--- config.mk ---
export PLATFORM = sky130hd
export DESIGN_NAME = alu_issue
export DESIGN_NICKNAME = d
export VERILOG_FILES = /design/src/rtl/alu_pkg.sv /design/src/rtl/alu_decode.sv /design/src/rtl/alu_issue.sv
export SDC_FILE = /design/constraint.sdc
export NUM_CORES = 1
export LEC_CHECK = 0
export CORE_ASPECT_RATIO = 1.5
export CORE_UTILIZATION = 30
export CTS_CLUSTER_SIZE = 28
export DETAILED_ROUTE_END_ITERATION = 8
export GPL_ROUTABILITY_DRIVEN = 0
export PLACE_DENSITY = 0.51
export SLEW_MARGIN = 5
export SYNTH_ARGS = -nofsm -noshare
export SYNTH_HDL_FRONTEND = slang
export SYNTH_SLANG_ARGS = --single-unit
--- constraint.sdc ---
create_clock -name clk -period 2.25 [get_ports clk]
set_clock_uncertainty 0.1 [all_clocks]
set_input_delay 0.45 -clock clk [delete_from_list [all_inputs] [get_ports clk]]
set_output_delay 0.45 -clock clk [all_outputs]
set_load 0.05 [all_outputs]
--- src/rtl/alu_pkg.sv ---
// Shared definitions for the ALU issue stage: operation codes, instruction
// field encodings and the decoded bundle handed to the execute stage.
package alu_pkg;

    localparam int XLEN = 32;

    typedef enum logic [3:0] {
        OP_AND  = 4'b0000,
        OP_XOR  = 4'b0001,
        OP_SUB  = 4'b0010,
        OP_OR   = 4'b0011,
        OP_ADD  = 4'b0100,
        OP_SRAI = 4'b0111,
        OP_EQ   = 4'b1000,
        OP_SLLI = 4'b1001,
        OP_LUI  = 4'b1010,
        OP_SRLI = 4'b1100,
        OP_SLT  = 4'b1110
    } alu_op_e;

    localparam logic [6:0] OPC_RTYPE  = 7'b0110011;
    localparam logic [6:0] OPC_ITYPE  = 7'b0010011;
    localparam logic [6:0] OPC_LUI    = 7'b0110111;
    localparam logic [6:0] OPC_LOAD   = 7'b0000011;
    localparam logic [6:0] OPC_STORE  = 7'b0100011;
    localparam logic [6:0] OPC_BRANCH = 7'b1100011;

    localparam logic [2:0] F3_ADD  = 3'b000;
    localparam logic [2:0] F3_SLL  = 3'b001;
    localparam logic [2:0] F3_SLT  = 3'b010;
    localparam logic [2:0] F3_XOR  = 3'b100;
    localparam logic [2:0] F3_SR   = 3'b101;
    localparam logic [2:0] F3_OR   = 3'b110;
    localparam logic [2:0] F3_AND  = 3'b111;
    localparam logic [2:0] F3_WORD = 3'b010;
    localparam logic [2:0] F3_BEQ  = 3'b000;

    localparam logic [6:0] F7_BASE = 7'h00;
    localparam logic [6:0] F7_ALT  = 7'h20;

    typedef struct packed {
        alu_op_e          op;
        logic [4:0]       rs1;
        logic [4:0]       rs2;
        logic [4:0]       rd;
        logic [XLEN-1:0]  imm;
        logic             alu_src;
        logic             reg_write;
        logic             branch;
        logic             illegal;
    } issue_bundle_t;

endpackage

--- src/rtl/alu_decode.sv ---
// Combinational RV32I subset decoder: instruction word -> issue bundle.
// Register index fields are passed through raw for every encoding; illegal
// encodings carry a zero immediate and all control flags low except illegal.
module alu_decode
    import alu_pkg::*;
(
    input  logic [XLEN-1:0] in_instr,
    output issue_bundle_t   bundle
);

    logic [6:0]      opc;
    logic [2:0]      f3;
    logic [6:0]      f7;
    logic [XLEN-1:0] imm_i;
    logic [XLEN-1:0] imm_s;
    logic [XLEN-1:0] imm_b;
    logic [XLEN-1:0] imm_u;

    // Field extraction and immediate formats
    always_comb begin
        opc   = in_instr[6:0];
        f3    = in_instr[14:12];
        f7    = in_instr[31:25];
        imm_i = {{20{in_instr[31]}}, in_instr[31:20]};
        imm_s = {{20{in_instr[31]}}, in_instr[31:25], in_instr[11:7]};
        imm_b = {{19{in_instr[31]}}, in_instr[31], in_instr[7],
                 in_instr[30:25], in_instr[11:8], 1'b0};
        imm_u = {in_instr[31:12], 12'b0};
    end

    // Opcode/funct decode into operation and control flags
    always_comb begin
        bundle         = '0;
        bundle.op      = OP_AND;
        bundle.rs1     = in_instr[19:15];
        bundle.rs2     = in_instr[24:20];
        bundle.rd      = in_instr[11:7];
        bundle.illegal = 1'b1;
        case (opc)
            OPC_RTYPE: begin
                bundle.reg_write = 1'b1;
                bundle.illegal   = 1'b0;
                if (f3 == F3_ADD && f7 == F7_BASE)      bundle.op = OP_ADD;
                else if (f3 == F3_ADD && f7 == F7_ALT)  bundle.op = OP_SUB;
                else if (f3 == F3_AND && f7 == F7_BASE) bundle.op = OP_AND;
                else if (f3 == F3_OR  && f7 == F7_BASE) bundle.op = OP_OR;
                else if (f3 == F3_XOR && f7 == F7_BASE) bundle.op = OP_XOR;
                else if (f3 == F3_SLT && f7 == F7_BASE) bundle.op = OP_SLT;
                else                                    bundle.illegal = 1'b1;
            end
            OPC_ITYPE: begin
                bundle.alu_src   = 1'b1;
                bundle.reg_write = 1'b1;
                bundle.imm       = imm_i;
                bundle.illegal   = 1'b0;
                // Shift immediates keep the whole I-field, so SRAI carries bit 10
                if (f3 == F3_ADD)                       bundle.op = OP_ADD;
                else if (f3 == F3_AND)                  bundle.op = OP_AND;
                else if (f3 == F3_OR)                   bundle.op = OP_OR;
                else if (f3 == F3_XOR)                  bundle.op = OP_XOR;
                else if (f3 == F3_SLT)                  bundle.op = OP_SLT;
                else if (f3 == F3_SLL && f7 == F7_BASE) bundle.op = OP_SLLI;
                else if (f3 == F3_SR  && f7 == F7_BASE) bundle.op = OP_SRLI;
                else if (f3 == F3_SR  && f7 == F7_ALT)  bundle.op = OP_SRAI;
                else                                    bundle.illegal = 1'b1;
            end
            OPC_LUI: begin
                bundle.op        = OP_LUI;
                bundle.alu_src   = 1'b1;
                bundle.reg_write = 1'b1;
                bundle.imm       = imm_u;
                bundle.illegal   = 1'b0;
            end
            OPC_LOAD: begin
                if (f3 == F3_WORD) begin
                    bundle.op        = OP_ADD;
                    bundle.alu_src   = 1'b1;
                    bundle.reg_write = 1'b1;
                    bundle.imm       = imm_i;
                    bundle.illegal   = 1'b0;
                end
            end
            OPC_STORE: begin
                if (f3 == F3_WORD) begin
                    bundle.op      = OP_ADD;
                    bundle.alu_src = 1'b1;
                    bundle.imm     = imm_s;
                    bundle.illegal = 1'b0;
                end
            end
            OPC_BRANCH: begin
                if (f3 == F3_BEQ) begin
                    bundle.op      = OP_EQ;
                    bundle.branch  = 1'b1;
                    bundle.imm     = imm_b;
                    bundle.illegal = 1'b0;
                end
            end
            default: ;
        endcase
        // Any partially decoded illegal encoding collapses to a clean bundle
        if (bundle.illegal) begin
            bundle.op        = OP_AND;
            bundle.imm       = '0;
            bundle.alu_src   = 1'b0;
            bundle.reg_write = 1'b0;
            bundle.branch    = 1'b0;
        end
    end

endmodule

--- src/rtl/alu_issue.sv ---
// Decode/issue stage: decodes accepted instructions and holds them in a
// two-entry buffer (output register + skid register) with all handshake
// outputs registered.
module alu_issue
    import alu_pkg::*;
#(
    parameter int DATA_WIDTH    = 32,
    parameter int OPCODE_LENGTH = 4
) (
    input  logic                     clk,
    input  logic                     reset,
    input  logic                     flush,
    input  logic                     in_valid,
    output logic                     in_ready,
    input  logic [DATA_WIDTH-1:0]    in_instr,
    output logic                     out_valid,
    input  logic                     out_ready,
    output logic [OPCODE_LENGTH-1:0] Operation,
    output logic [4:0]               rs1,
    output logic [4:0]               rs2,
    output logic [4:0]               rd,
    output logic [DATA_WIDTH-1:0]    imm,
    output logic                     alu_src,
    output logic                     reg_write,
    output logic                     branch,
    output logic                     illegal
);

    issue_bundle_t dec_b;
    issue_bundle_t out_b;
    issue_bundle_t skid_b;
    logic          out_v;
    logic          skid_v;
    logic          rdy;
    logic          accept;
    logic          issue;
    logic          out_free;

    alu_decode u_decode (
        .in_instr (in_instr),
        .bundle   (dec_b)
    );

    // Handshake qualifiers for this cycle
    always_comb begin
        accept   = in_valid && rdy;
        issue    = out_v && out_ready;
        out_free = !out_v || issue;
    end

    // Two-entry buffer; rdy tracks !skid_v so in_ready comes from a flop.
    // An accept never coincides with a valid skid entry because rdy is low then.
    always_ff @(posedge clk) begin
        if (reset) begin
            out_v  <= 1'b0;
            skid_v <= 1'b0;
            rdy    <= 1'b1;
            out_b  <= '0;
            skid_b <= '0;
        end else if (flush) begin
            out_v  <= 1'b0;
            skid_v <= 1'b0;
            rdy    <= 1'b1;
        end else if (out_free) begin
            if (skid_v) begin
                out_b  <= skid_b;
                out_v  <= 1'b1;
                skid_v <= 1'b0;
                rdy    <= 1'b1;
            end else if (accept) begin
                out_b <= dec_b;
                out_v <= 1'b1;
            end else begin
                out_v <= 1'b0;
            end
        end else if (accept) begin
            skid_b <= dec_b;
            skid_v <= 1'b1;
            rdy    <= 1'b0;
        end
    end

    // Output register drives the execute-stage interface directly
    always_comb begin
        in_ready  = rdy;
        out_valid = out_v;
        Operation = out_b.op;
        rs1       = out_b.rs1;
        rs2       = out_b.rs2;
        rd        = out_b.rd;
        imm       = out_b.imm;
        alu_src   = out_b.alu_src;
        reg_write = out_b.reg_write;
        branch    = out_b.branch;
        illegal   = out_b.illegal;
    end

endmodule
* Yosys cells after proc, flatten, opt, wreduce, memory -nomap -nowiden
Cells that the tools add are included.
** Word-level totals
- Output and inout bits :: 57
- Flip-flop bits (word level) :: 113
** Cells by class
- Muxes and demuxes :: 50
- Eq/ne operators :: 14
- Bitwise logic cells :: 2
- Reductions and logical operators :: 25
** Operators by type and width (number)
- 32-bit one-hot mux with 5 select lines :: 1
- 55-bit two-way mux :: 2
- 4-bit two-way mux :: 15
- 35-bit two-way mux :: 1
- 34-bit two-way mux :: 1
- 33-bit two-way mux :: 1
- 32-bit two-way mux :: 1
- 7-bit by 6-bit == test with 1-bit output, second input constant :: 4
- 1-bit two-way mux :: 21
- 4-bit one-hot mux with 5 select lines :: 1
- 3-bit == test, second input constant :: 4
- 1-bit logical AND :: 11
- 7-bit by 2-bit == test with 1-bit output, second input constant :: 1
- 7-bit by 5-bit == test with 1-bit output, second input constant :: 1
- 7-bit == test, second input constant :: 1
- 7-bit logical NOT :: 1
- 3-bit two-way mux :: 2
- 3-bit AND reduction :: 2
- 2-bit OR reduction :: 3
- 3-bit OR reduction :: 2
- 1-bit one-hot mux with 5 select lines :: 1
- 2-bit nonzero test :: 2
- 3-bit by 1-bit == test with 1-bit output, second input constant :: 1
- 3-bit by 2-bit == test with 1-bit output, second input constant :: 1
- other kinds (9) :: 10

* Logic depth before layout (Yosys ltp)
- Word-level depth :: 14
- Mapped depth :: 8

* Hierarchy
From an unflattened synthesis, not the netlist that was laid out.
** Second synthesis, totals
- Cell total of the unflattened synthesis :: 737
- Area, all modules :: 6577.6 um^2
** Modules (own cells, without submodules)
- alu_issue :: instances 1, sequential area each 2262.2 um^2, area each 5429.0 um^2, cells an instance 564
- alu_decode :: instances 1, sequential area each 0.0 um^2, area each 1148.6 um^2, cells an instance 173

* Worst setup path after synthesis
Ideal clock, no wire load.
- Path type :: register to register
- Start point :: register rdy (netlist: in_ready)
- End point :: register out_b (netlist bit imm[24])
- Buffers on the path :: 1
- Data required time :: 2.058 ns
- Library setup time :: 0.092 ns
- Slack :: 0.083 ns
- Data arrival time :: 1.975 ns
- Cell stages (with the launch flop) :: 7
- Path through :: dfxtp_1 > a21oi_1 > or3_4 > nor2_4 > nand2_1 > buf_1 > o32ai_1
** Between the ends
- Cells in the longest elaborated chain, start to end :: 3
** Ends and longest elaborated chain
- start, declared :: RTL line alu_issue.sv:34 : logic rdy;
- start signal, assigned :: RTL line alu_issue.sv:57 : rdy <= 1'b1;
- start signal, assigned :: RTL line alu_issue.sv:63 : rdy <= 1'b1;
- start signal, assigned :: RTL line alu_issue.sv:69 : rdy <= 1'b1;
- 1-bit logical AND :: RTL line alu_issue.sv:46 : accept = in_valid && rdy;
- 2-bit nonzero test (no source line)
- 3-bit AND reduction (no source line)
- end signal, assigned :: RTL line alu_issue.sv:66 : out_b <= skid_b;
- end, declared :: RTL line alu_issue.sv:30 : issue_bundle_t out_b;
No other way between the ends.
A chain may end at the register's enable or synchronous reset.

* Worst setup path in the final report
- Start point :: input in_instr[12]
- End point :: register out_b (netlist bit imm[31])
** Between the ends
- Cells in the longest elaborated chain, start to end :: 14
** Ends and longest elaborated chain
- start, declared :: RTL line alu_issue.sv:15 : input logic [DATA_WIDTH-1:0] in_instr,
- 3-bit == test :: RTL line alu_decode.sv:63, alu_decode.sv:64
- 1-bit logical AND :: RTL line alu_decode.sv:64 : else if (f3 == F3_SR && f7 == F7_ALT) bundle.op = OP_SRAI;
- 1-bit two-way mux :: RTL line alu_decode.sv:64
- 1-bit two-way mux :: RTL line alu_decode.sv:63 : else if (f3 == F3_SR && f7 == F7_BASE) bundle.op = OP_SRLI;
- 1-bit two-way mux :: RTL line alu_decode.sv:62 : else if (f3 == F3_SLL && f7 == F7_BASE) bundle.op = OP_SLLI;
- 1-bit two-way mux :: RTL line alu_decode.sv:61 : else if (f3 == F3_SLT) bundle.op = OP_SLT;
- 1-bit two-way mux :: RTL line alu_decode.sv:60 : else if (f3 == F3_XOR) bundle.op = OP_XOR;
- 1-bit two-way mux :: RTL line alu_decode.sv:59 : else if (f3 == F3_OR) bundle.op = OP_OR;
- 1-bit two-way mux :: RTL line alu_decode.sv:58 : else if (f3 == F3_AND) bundle.op = OP_AND;
- 1-bit two-way mux :: RTL line alu_decode.sv:57 : if (f3 == F3_ADD) bundle.op = OP_ADD;
- 1-bit one-hot mux with 5 select lines :: RTL line alu_decode.sv:39 : case (opc)
- 35-bit two-way mux (*) :: RTL line alu_decode.sv:102 : if (bundle.illegal) begin
- 55-bit two-way mux (*) :: RTL line alu_issue.sv:70 : end else if (accept) begin
- 55-bit two-way mux (*) :: RTL line alu_issue.sv:65 : if (skid_v) begin
Every way passes the cells marked *; elsewhere a longest branch is shown, timed or not. The select of a mux whose other input is x is not followed.

==> out/metrics.yaml <==
outcome:
  status: "complete, but fails checks"
  violations: "design-rule violations"
setup_path:
  regToRegEndpoint: "imm[11]"
  crit_path_end: "imm[31]"
  r2r-start: "in_ready"
  end_kind: "flip-flop"
  r2r_slack_ns: 0.34
  cp_data_required_time_ns: 2.47
  arrival_ns: 2.41
  critPathKind: "in -> reg"
  crit_start: "in_instr[12]"
  cp_max_fo: 4
  rr_worst_depth: 4
  startpoint_type: "input pin"
synthesis:
  syn_area_mm2: 0.00537
  synth_cell_types: 70
  yosys_warnings: 0
  synth_enable_flop_cells: 0
  synth.yosys.seq_area_share_pct: 42.1
  syn_inst: 617
  synth_top_flop_cell: "dfxtp_1"
  syn_area_per_cell_um2: 8.70
  syn_nets: 654
  ys_ff_latch: 113
  async_flop_share_pct: 0
drt:
  drt_drc_violations_left: 16
  drt_iter0_drc: 324
  route.vias.total: 5425
  routed_wl_um: 18000
  viasPerCell: 5.45
  ant_nets: 0
  drt-pass1-iter-count: 8
  routedWlPerCell_um: 18.0
floorplan:
  fp.dieH_um: 166
  fp.dieW_um: 111
  dieArea_mm2: 0.0184
  initial_core_util_pct: 30.8
  fp-row-count: 59
  core_area_mm2: 0.0174
  pin_count: 94
pwr:
  swShare_pct: 27.2
  ir_drop_mv: 0.343
  p_sw_mw: 1.43
  clock_power_share_pct: 49.4
  powerDensity_mw_per_mm2: 680
  p_seq_share_pct: 38.8
  p_int_mw: 3.85
  leakagePower_nw: 2.74
  p_comb_share_pct: 11.8
clock_tree:
  path_clk_slew_ns: 0.06
  ctsHoldBuffers: 0
  cts.sinks: 113
  cts_tree: "built"
  numCtsBuffers: 17
  cts_root_buf: "clkbuf_16"
  clk_latency_ns: 0.41
  cts.htree.levels: 4
  ctsLongestPathBuffers: 2
timing:
  setup_violations: 0
  period_share_pct: 97.3
  hold_viol: 0
  worst_pin_slew_ns: 0.719
  slew_headroom_pct: 51.7
  min_period_ns: 2.19
  timing.fmax_mhz: 457
  finalMaxSlewViolations: 0
  setup_tns_ns: 0
grt:
  antenna_found_initial: 0
  grt_pass1_vias: 5492
  grt_pass1_wl_um: 29000
  grt_use_total_pct: 19.7
  overflow: 0
  grt_max_degree: 34
final_layout:
  syn2layout_area_growth_pct: 44.7
  diodes: 0
  stdcell_count: 995
  final_layout_size_suffix_gt1_share_pct: 22.5
  nFillCells: 1723
  nets: 806
placed_design:
  dp.cells: 962
  io_buffers: 93
  dp_hpwl_um: 13000
min_path:
  hp-class: "in -> reg"
run:
  drv_cap: 0
flip-flops by register name, summed over array words and instances (netlist names):
register and cells:
in_ready 1, branch 1, skid_v 1, alu_src 1
Operation 4, rd 5, rs1 5, reg_write 1
out_valid 1, imm 32, illegal 1, skid_b 55
rs2 5
cell usage in the layout, fill, tap and decap left out, types with 8 or more instances in the layout:
cell type and count:
o21ai_0 19, clkbuf_16 17, nand2_1 73, a32o_1 8, a21oi_1 79, buf_4 90
clkdlybuf4s50_1 90, nand4_1 16, nor2_1 33, and3_1 28, mux2i_1 16, nand3_1 11
dfxtp_1 112, a211oi_1 18, o32ai_1 8, o32ai_2 12, o31ai_1 19
kinds of logic (layout without fill, tap and decap cells):
family / count (synthesis) / count (layout) / share of synthesized area, %
buffers and inverters: 63 / 228 / 5.20
muxes: 16 / 16 / 2.98
AOI/OAI and AO/OA: 211 / 211 / 27.9
xor gates and xnor gates: 2 / 2 / 0.326
and+or+nand+nor: 212 / 212 / 21.4
DFF: 113 / 113 / 42.1
metal layers:
metal	wire, µm	part of all wire [%]	GRT usage [%]
met2	9430	53	35.3
met1	7730	43	23.3
met5	0	0	0
met4	290	1.6	8.46
met3	501	2.8	2.77
through the flow:
| step | instance area, µm² | hold slack, ns | setup slack [ns] | total power, mW | util [%] |
|---|---|---|---|---|---|
| floorplan | 5370 | 0.317 | 0.0829 | 2.39 | - |
| global placement | 7120 | 0.325 | -0.479 | 2.70 | 40.9 |
| detailed placement | 7120 | 0.331 | -0.467 | 2.71 | 40.9 |
| CTS | 7700 | 0.266 | 0.00679 | 5.32 | 44.2 |
| global route | 7770 | 0.296 | -0.00616 | 5.45 | 44.6 |
| finish | 7770 | 0.288 | 0.0606 | 5.28 | 44.6 |
timing repair:
item | in CTS | in global routing
gates cloned | 0 | 0
setup endpoints to repair | 2 | 24
setup buffers | 0 | 1
pin swaps | 1 | 2
gates resized for setup | 1 | 12
cell usage after synthesis, types with 6 or more instances:
master | n | area [µm²]
o32ai_1 | 9 | 78.8
nand4_1 | 16 | 100
o31ai_1 | 19 | 143
dfxtp_1 | 113 | 2260
clkbuf_1 | 30 | 113
nand3_1 | 11 | 55.1
a211oi_1 | 18 | 135
nor3_1 | 7 | 35.0
mux2i_1 | 16 | 160
buf_2 | 19 | 95.1
a31o_2 | 7 | 61.3
nor2_1 | 34 | 128
o21ai_0 | 20 | 100
a32o_1 | 8 | 80.1
o32ai_2 | 11 | 179
nand2_1 | 74 | 278
o22ai_1 | 7 | 43.8
a21oi_1 | 80 | 400
and3_1 | 28 | 175
nor2b_1 | 6 | 37.5
cell type report:
type	count	area (µm²)	area share (%)
Multi-Input combinational cell	441	2900	37.3
Timing Repair Buffer	190	1750	22.5
Tap cell	213	267	3.43
Inverter	6	22.5	0.290
Clock inverter	14	129	1.66
Sequential cell	113	2260	29.1
Clock buffer	18	439	5.65
critical path: stages:
cell             delay (ns)
clkdlybuf4s50_1        0.46
buf_4                  0.18
or3b_4                 0.40
or3_1                  0.33
a21oi_2                0.26
o21ai_2                0.13
o32ai_2                0.20
power groups by stage:
stage	clock, mW	sequential (mW)	combinational, mW
floorplan	0	2.18	0.208
global placement	0	2.09	0.611
detailed placement	0	2.09	0.616
CTS	2.65	2.05	0.618
global route	2.73	2.05	0.664
finish	2.61	2.05	0.625
worst min-delay path by stage:
stage | from | end | slack, ns | cells after the start
final | reset | reg_write | 0.29 | 2
after global placement | skid_b[20] | skid_b[20] | 0.32 | 2
after CTS | reset | reg_write | 0.27 | 2
after global routing | reset | reg_write | 0.30 | 2
after floorplan | skid_b[16] | skid_b[16] | 0.32 | 2
after detailed placement | skid_b[16] | skid_b[16] | 0.33 | 2
Note: power is estimated with default switching activity, not from simulation.
